==> src/rtl/sync_fifo_v2.sv <==
// sync_fifo_v2 - single-clock FIFO with registered or first-word-fall-through read,
// programmable almost-full/almost-empty thresholds, occupancy count, synchronous flush
// and sticky overflow/underflow flags.
//
// Parameters:
//   WIDTH  data word width (>= 1)
//   DEPTH  number of entries, power of two (>= 2)
//   FWFT   0 = registered read, 1 = first-word-fall-through
//   CW     width of count/threshold fields, derived as $clog2(DEPTH+1)
//
// Ports:
//   clk, reset       rising-edge clock, synchronous active-high reset
//   flush            synchronous clear of pointers and count
//   wr_en, wr_data   write request and data
//   rd_en, rd_data   read request (pop in FWFT mode) and read data
//   af_level         almost-full threshold  (almost_full  = count >= af_level)
//   ae_level         almost-empty threshold (almost_empty = count <= ae_level)
//   err_clr          clears overflow, underflow and max_level
//   count            occupancy 0..DEPTH
//   full, empty, almost_full, almost_empty   status flags from the registered count
//   overflow         sticky: write attempted while full
//   underflow        sticky: read attempted while empty
//   max_level        high-water mark of count
//
// Build option: define SYNC_FIFO_HWM_EN to build the high-water-mark tracker; otherwise
// max_level is tied to 0.

module sync_fifo_v2 #(
  parameter int unsigned WIDTH = 8,
  parameter int unsigned DEPTH = 32,
  parameter int unsigned FWFT  = 0,
  localparam int unsigned CW   = $clog2(DEPTH + 1)
) (
  input  logic             clk,
  input  logic             reset,
  input  logic             flush,
  input  logic             wr_en,
  input  logic [WIDTH-1:0] wr_data,
  input  logic             rd_en,
  output logic [WIDTH-1:0] rd_data,
  input  logic [CW-1:0]    af_level,
  input  logic [CW-1:0]    ae_level,
  input  logic             err_clr,
  output logic [CW-1:0]    count,
  output logic             full,
  output logic             empty,
  output logic             almost_full,
  output logic             almost_empty,
  output logic             overflow,
  output logic             underflow,
  output logic [CW-1:0]    max_level
);

  localparam int unsigned AW = $clog2(DEPTH);
  localparam logic [AW:0]   PtrOne  = (AW + 1)'(1);
  localparam logic [CW-1:0] CntOne  = CW'(1);
  localparam logic [CW-1:0] CntFull = CW'(DEPTH);

  logic [WIDTH-1:0] mem_q [DEPTH];

  // Pointers carry one wrap bit above the address; wrap is plain modulo arithmetic.
  logic [AW:0]   wr_ptr_q, wr_ptr_d;
  logic [AW:0]   rd_ptr_q, rd_ptr_d;
  logic [CW-1:0] count_q, count_d;
  logic          overflow_q, overflow_d;
  logic          underflow_q, underflow_d;

  logic wr_acc, rd_acc, wr_store;

  assign full   = (count_q == CntFull);
  assign empty  = (count_q == '0);
  assign wr_acc = wr_en && !full;
  assign rd_acc = rd_en && !empty;
  // Flush and reset suppress the memory write so the dropped word is never stored.
  assign wr_store = wr_acc && !flush && !reset;

  always_comb begin
    wr_ptr_d = wr_ptr_q;
    rd_ptr_d = rd_ptr_q;
    count_d  = count_q;
    if (flush) begin
      wr_ptr_d = '0;
      rd_ptr_d = '0;
      count_d  = '0;
    end else begin
      if (wr_acc) wr_ptr_d = wr_ptr_q + PtrOne;
      if (rd_acc) rd_ptr_d = rd_ptr_q + PtrOne;
      case ({wr_acc, rd_acc})
        2'b10:   count_d = count_q + CntOne;
        2'b01:   count_d = count_q - CntOne;
        default: count_d = count_q;
      endcase
    end
  end

  // A new error in the same cycle as err_clr keeps the flag set.
  assign overflow_d  = (overflow_q && !err_clr) || (wr_en && full && !flush);
  assign underflow_d = (underflow_q && !err_clr) || (rd_en && empty && !flush);

  always_ff @(posedge clk) begin
    if (reset) begin
      wr_ptr_q    <= '0;
      rd_ptr_q    <= '0;
      count_q     <= '0;
      overflow_q  <= 1'b0;
      underflow_q <= 1'b0;
    end else begin
      wr_ptr_q    <= wr_ptr_d;
      rd_ptr_q    <= rd_ptr_d;
      count_q     <= count_d;
      overflow_q  <= overflow_d;
      underflow_q <= underflow_d;
    end
  end

  // Storage is deliberately not reset.
  always_ff @(posedge clk) begin
    if (wr_store) mem_q[wr_ptr_q[AW-1:0]] <= wr_data;
  end

  if (FWFT != 0) begin : g_fwft
    // Head word is presented directly; forced to 0 while empty so reset shows 0.
    assign rd_data = empty ? '0 : mem_q[rd_ptr_q[AW-1:0]];
  end else begin : g_reg
    logic [WIDTH-1:0] rd_data_q;
    always_ff @(posedge clk) begin
      if (reset) begin
        rd_data_q <= '0;
      end else if (rd_acc && !flush) begin
        rd_data_q <= mem_q[rd_ptr_q[AW-1:0]];
      end
    end
    assign rd_data = rd_data_q;
  end

`ifdef SYNC_FIFO_HWM_EN
  logic [CW-1:0] max_level_q;
  always_ff @(posedge clk) begin
    if (reset || err_clr) begin
      max_level_q <= '0;
    end else if (count_q > max_level_q) begin
      max_level_q <= count_q;
    end
  end
  assign max_level = max_level_q;
`else
  assign max_level = '0;
`endif

  assign count        = count_q;
  assign almost_full  = (count_q >= af_level);
  assign almost_empty = (count_q <= ae_level);
  assign overflow     = overflow_q;
  assign underflow    = underflow_q;

endmodule

==> config.mk <==
export PLATFORM = sky130hd
export DESIGN_NAME = sync_fifo_v2
export DESIGN_NICKNAME = d
export VERILOG_FILES = /design/src/rtl/sync_fifo_v2.sv
export SDC_FILE = /design/constraint.sdc
export NUM_CORES = 1
export LEC_CHECK = 0
export BUFFER_PORTS_ARGS = -buffer_cell sky130_fd_sc_hd__buf_2
export CAP_MARGIN = 30
export CORE_ASPECT_RATIO = 0.8
export CORE_MARGIN = 2
export CORE_UTILIZATION = 40
export DETAILED_ROUTE_END_ITERATION = 8
export GPL_TIMING_DRIVEN = 0
export HOLD_SLACK_MARGIN = 0.03
export PLACE_DENSITY = 0.66
export SYNTH_ARGS = -nofsm -noshare
export SYNTH_HDL_FRONTEND = slang
export SYNTH_SLANG_ARGS = --single-unit
==> constraint.sdc <==
create_clock -name clk -period 3.8 [get_ports clk]
set_clock_uncertainty 0.15 [all_clocks]
set_input_delay 0.76 -clock clk [delete_from_list [all_inputs] [get_ports clk]]
set_output_delay 0.76 -clock clk [all_outputs]
set_load 0.005 [all_outputs]
# Yosys cells after proc, flatten, opt, wreduce, memory -nomap -nowiden
# Memories as Yosys holds them, arrays and structs flattened. A register that Yosys moved wholly into a read port is not among the register bits.
# Index checks and enable logic that the tools add are counted.
word_totals:
  latchBits: 0
  word_cells: 39
  ram_bits: 256
  romBits: 0
  input_bits: 26
  out_inout_bits: 26
  memories: 1
  ff_bits: 20
classes:
  n_mux: 3
  eq_ne: 3
  reduce_logical: 21
  add_sub_neg: 4
  bitwise: 0
  shifts: 0
  mul: 0
  n_lt_le_gt_ge: 2
  div_mod_pow: 0
memory_table:
  columns: ["memory", "words", "width", "read_ports", "rd_ports_with_merged_regs", "wr", "line", "text"]
  rows:
  - ["mem_q", 32, 8, 1, 1, 1, "59", "logic [WIDTH-1:0] mem_q [DEPTH];"]
ops:
  columns: ["operator", "n"]
  rows:
  - ["6-bit by 1-bit adder with 6-bit output (second input constant)", 3]
  - ["6-bit case mux with 2 select lines", 1]
  - ["1-bit logical AND", 11]
  - ["6-bit equality test (second input constant)", 1]
  - ["6-bit greater-or-equal comparator", 1]
  - ["6-bit less-or-equal comparator", 1]
  - ["6-bit zero test", 1]
  - ["6-bit by 1-bit subtractor with 6-bit output (second input constant)", 1]
  - ["1-bit zero test", 5]
  - ["2-bit by 1-bit equality test with 1-bit output (second input constant)", 1]
  - ["2-bit equality test (second input constant)", 1]
  - ["1-bit logical OR", 2]
  - ["1-bit 2-to-1 mux", 2]
  - ["2-bit nonzero test", 1]
  - ["2-bit OR reduction", 1]

# Logic depth before layout (Yosys ltp)
logic_depth:
  word_depth: 7
  ltp_mapped: 13
  mapped_depth_nobuf: 11

# Worst setup path before layout
# Ideal clock, no wire load.
synth_timing:
  kind: "input to register"
  from: "in wr_en"
  to: "reg count_q[4], in the netlist count[4]"
  arrival_ns: 2.773
  t_required_ns: 3.580
  n_path_buf: 1
  path_slack_ns: 0.808
  cell_stages: 12
  setup_ns: 0.070
  path_cell_list: "inv_1 > a31oi_1 > inv_1 > ha_1 > clkbuf_1 > xor2_1 > ha_1 > a21o_1 > a22oi_1 > o21a_1 > or3_1 > a21oi_1"
synth_via:
  elab_chain_len: 3
  word_cells_on_any_way: 5
  cone_classes: "2 x eq/ne; 1 x mux; 2 x reduce/logical"
synth_lines:
  columns: ["item", "line", "text"]
  rows:
  - ["start: declaration", "37", "input logic wr_en,"]
  - ["1-bit logical AND (*)", "72", "assign wr_acc = wr_en && !full;"]
  - ["2-bit by 1-bit equality test with 1-bit output / 2-bit equality test (equally long branches)", "88", "case ({wr_acc, rd_acc})"]
  - ["6-bit case mux with 2 select lines / 2-bit nonzero test (equally long branches)", null, null]
  - ["end signal: assignment", "110", "count_q <= count_d;"]
  - ["end: declaration", "64", "logic [CW-1:0] count_q, count_d;"]
# Every way passes the cells marked *; elsewhere a longest branch is shown, timed or not.
# A chain may end at the register's enable or synchronous reset.

# Final worst setup path
layout_timing:
  from: "reg count_q[1], in the netlist count[1]"
  to: "reg count_q[4], in the netlist count[4]"
layout_via:
  elab_chain_len: 5
  word_cells_on_any_way: 12
  cone_classes: "2 x add/sub; 3 x eq/ne; 1 x mux; 6 x reduce/logical"
layout_lines:
  columns: ["item", "line", "text"]
  rows:
  - ["6-bit zero test (*)", "71", "assign empty = (count_q == '0);"]
  - ["1-bit zero test (*)", "73", "assign rd_acc = rd_en && !empty;"]
  - ["1-bit logical AND (*)", "73", null]
  - ["named net rd_acc", "68", "logic wr_acc, rd_acc, wr_store;"]
  - ["2-bit by 1-bit equality test with 1-bit output / 2-bit equality test (equally long branches)", "88", null]
  - ["6-bit case mux with 2 select lines / 2-bit nonzero test (equally long branches)", null, null]
# The timed path passes the listed nets; every way through them passes the cells marked *.

==> impl_results.md <==
* Initial Utilization at 40.8%
* Hpwl dp at 17.3 mm
* CP arrival at 3.71 ns
* Die width at 194 µm
* Synthesized flop and latch total at 282
* Worst slew margin at 27.6%
* Most used cell, CP: ha_1
* Ports at 52
* CP max stage cell: a21boi_1
* Core area at 0.0284 mm²
* Clk_lat worst skew at 0.53 ns
* Worst Max-Slew Pin Slew at 1.08 ns
* Top cells by count, synth: edfxtp_1 (256), mux2i_1 (69), nor2_1 (60)
* Critical path class: flop to flop
* Utilization after layout at 46.2%
* Top cells by area, synth: edfxtp_1 (66%), mux4_2 (6.0%), mux2i_1 (6.0%), dfxtp_1 (4.5%), ha_1 (2.2%)
* Max frequency at 0.294 GHz
* Root buffer cell: clkbuf_16
* Sw Share at 20.3%
* CP Cell Sequence: clkbuf_2 > nor3_2 > a21boi_1 > ha_1 > clkbuf_1 > xor2_1 > ha_1 > a21o_1 > a22oi_1 > o21a_1 > or3_1 > a21oi_1
* Fillcell total at 2,442
* Total power at 6.21 mW
* Max Slew Vio Count at 0
* Row cnt at 55
* Clock Path Buffers at 3
* TritonCTS Sinks at 282
* Initial antenna violation count at 0
* Final min period at 3.40 ns
* Synth Instances at 704
* Main synth FF type: edfxtp_1
* Die height at 156 µm
* Layout cells sized above 1 at 17.2%
* Largest net degree at the start of global routing at 33
* Sequential-to-total area share from yosys stat at 70.8%
* Final WL at 26.2 mm
* Max Cap Viol at 0
* CTS buffer count at 27
* Netlist cell types at 50
* HP Class: flop to flop
* Post-CTS Resized at 0
* # DRC at 0
* WL/cell at 22.3 µm
* DR vias at 6,405
* Crit path buf inv count at 2
* Post-synth EDFFs at 256
* P_int at 4.95 mW
* Syn Std Cell Area at 0.0116 mm²
* Final Setup Violations at 0
* Most numerous cell in the Yosys netlist: edfxtp_1
* Met1 usage at 26.1%
* Die area at 0.0304 mm²
* RSZ-0062 raised after global routing: no
* Clk network pwr share at 40.9%
* CTS H-tree depth at 1
* TritonCTS clock tree: built
* Worst path required time at 4.10 ns
* CP endpoint kind: flop
* Pleak at 4.24 nW
* YS warnings at 0
* Final Hold Fails at 0
* PortBufs at 45
* Layout area overhead at 13.2%
* Ant. Diodes at 0
* Sequential share of power at 54.7%
* Placer Congestion at 0.832
* Violation count after the first detailed-route iteration at 679
* Total negative slack at 0 ns
* All-layer global routing usage at 17.5%
* PwrDens at 473 mW/mm²
* CP max FO at 8
* Peak VDD IR at 0.000283 V
* Post-route ant nets at 0
* Cts hold-fix bufs at 0
* CP top delay family: compound AO/OA/AOI/OAI gates
* Vias in the first global route at 6,284
* Top-area cell type share of the netlist area at 66.3%
* Met3 usage at 3.41%
* Logic pwr share at 4.4%
* First-pass GRT wire length at 39.5 mm
* M2 GR Usage at 26.5%
* Post-Syn Area per Cell at 16.5 µm²
* Total grt overflow at 0
* CP startpoint kind: flop
* Fin nets at 829
* Worst path max stage delay at 0.62 ns
* GRT busiest layer: met2
* Switching power total at 1.26 mW
* Status: finished, final reports clean
* Ys async rst share at 0%
* DR pass1 iterations at 7
* Post-CTS Setup Repair Bufs at 0
* Synth area leader: edfxtp_1
* Final Cycle Share at 89.6%
* Vias/cell at 5.47
* Reg clk slew, reported paths at 0.06 ns
-- layout make-up --
type                            instances  area, µm²  area share [%]
Multi-Input combinational cell        365       3050            23.3
Buffer                                 43        277            2.11
Clock inverter                         12        105           0.801
Clock buffer                           36        719            5.48
Sequential cell                       282       8210            62.6
Inverter                               19       71.3           0.544
Tap cell                              370        463            3.53
Timing Repair Buffer                   45        225            1.72
-- final timing paths --
kind | startpoint | endpoint | slack, ns | cells past startpoint
worst max-delay path | count[1] | count[4] | 0.40 | 12
worst min-delay path | underflow | underflow | 0.31 | 1
worst max register to register | count[1] | count[4] | 0.40 | 12
worst min register to register | underflow | underflow | 0.31 | 1
-- power groups by stage --
stage               clock network (mW)  registers [mW]  logic (mW)
global placement                     0            3.47       0.265
finish                            2.54            3.40       0.272
floorplan                            0            3.46       0.154
CTS                               2.57            3.40       0.272
detailed placement                   0            3.47       0.270
global route                      2.70            3.40       0.297
-- flip-flops by register name (all words and copies together) (netlist names) --
name,count
count,6
rd_data,8
overflow,1
wr_ptr_q,5
underflow,1
mem_q,256
rd_ptr_q,5
-- cell families (layout without fill, tap and decap cells) --
group           after synthesis  count (layout)  synth area share [%]
buf+inv                      62             155                  3.00
other cells                   1               6                0.0324
fa+ha+maj                    20              20                  2.16
xor+xnor                     11              11                 0.831
mux                         102             102                  12.4
compound gates               85              85                  5.04
flops                       282             282                  70.8
simple gates                141             141                  5.68
-- per-layer routing --
layer  up-vias  part of all wire, %
met4         0                  2.1
met5         -                    0
met3        45                  8.5
met2       270                   44
met1      3195                   46
li1       2895                    -
-- per-stage QoR --
| step | hold slack [ns] | area [µm²] | setup WS, ns | instances |
|---|---|---|---|---|
| after floorplan | 0.285 | 11600 | 0.808 | 709 |
| after detailed placement | 0.300 | 12300 | 0.222 | 1124 |
| after global placement | 0.293 | 12300 | 0.213 | 1124 |
| after global routing | 0.349 | 13100 | 0.0488 | 1172 |
| final | 0.312 | 13100 | 0.397 | 1172 |
| after CTS | 0.315 | 13100 | 0.410 | 1172 |
-- cells in the final DEF, fill, tap and decap left out, types with 6 or more instances in the layout --
| master | netlist | layout |
|---|---|---|
| a32o_1 | 9 | 9 |
| inv_1 | 19 | 19 |
| buf_6 | 7 | 7 |
| o22ai_1 | 20 | 20 |
| clkbuf_1 | 13 | 21 |
| mux2i_1 | 69 | 69 |
| xor2_1 | 7 | 7 |
| clkbuf_16 | 0 | 27 |
| conb_1 | 1 | 6 |
| a22oi_1 | 8 | 8 |
| nor2_1 | 60 | 60 |
| buf_4 | 10 | 10 |
| mux4_2 | 31 | 31 |
| o21ai_0 | 13 | 13 |
| nand4_1 | 6 | 6 |
| dfxtp_1 | 26 | 26 |
| buf_2 | 6 | 51 |
| nand2_1 | 34 | 34 |
| edfxtp_1 | 256 | 256 |
| ha_1 | 20 | 20 |
| nor2b_1 | 6 | 6 |
| clkinv_1 | 0 | 6 |
| a21oi_1 | 11 | 11 |
Note: power is estimated with default switching activity, not from simulation.
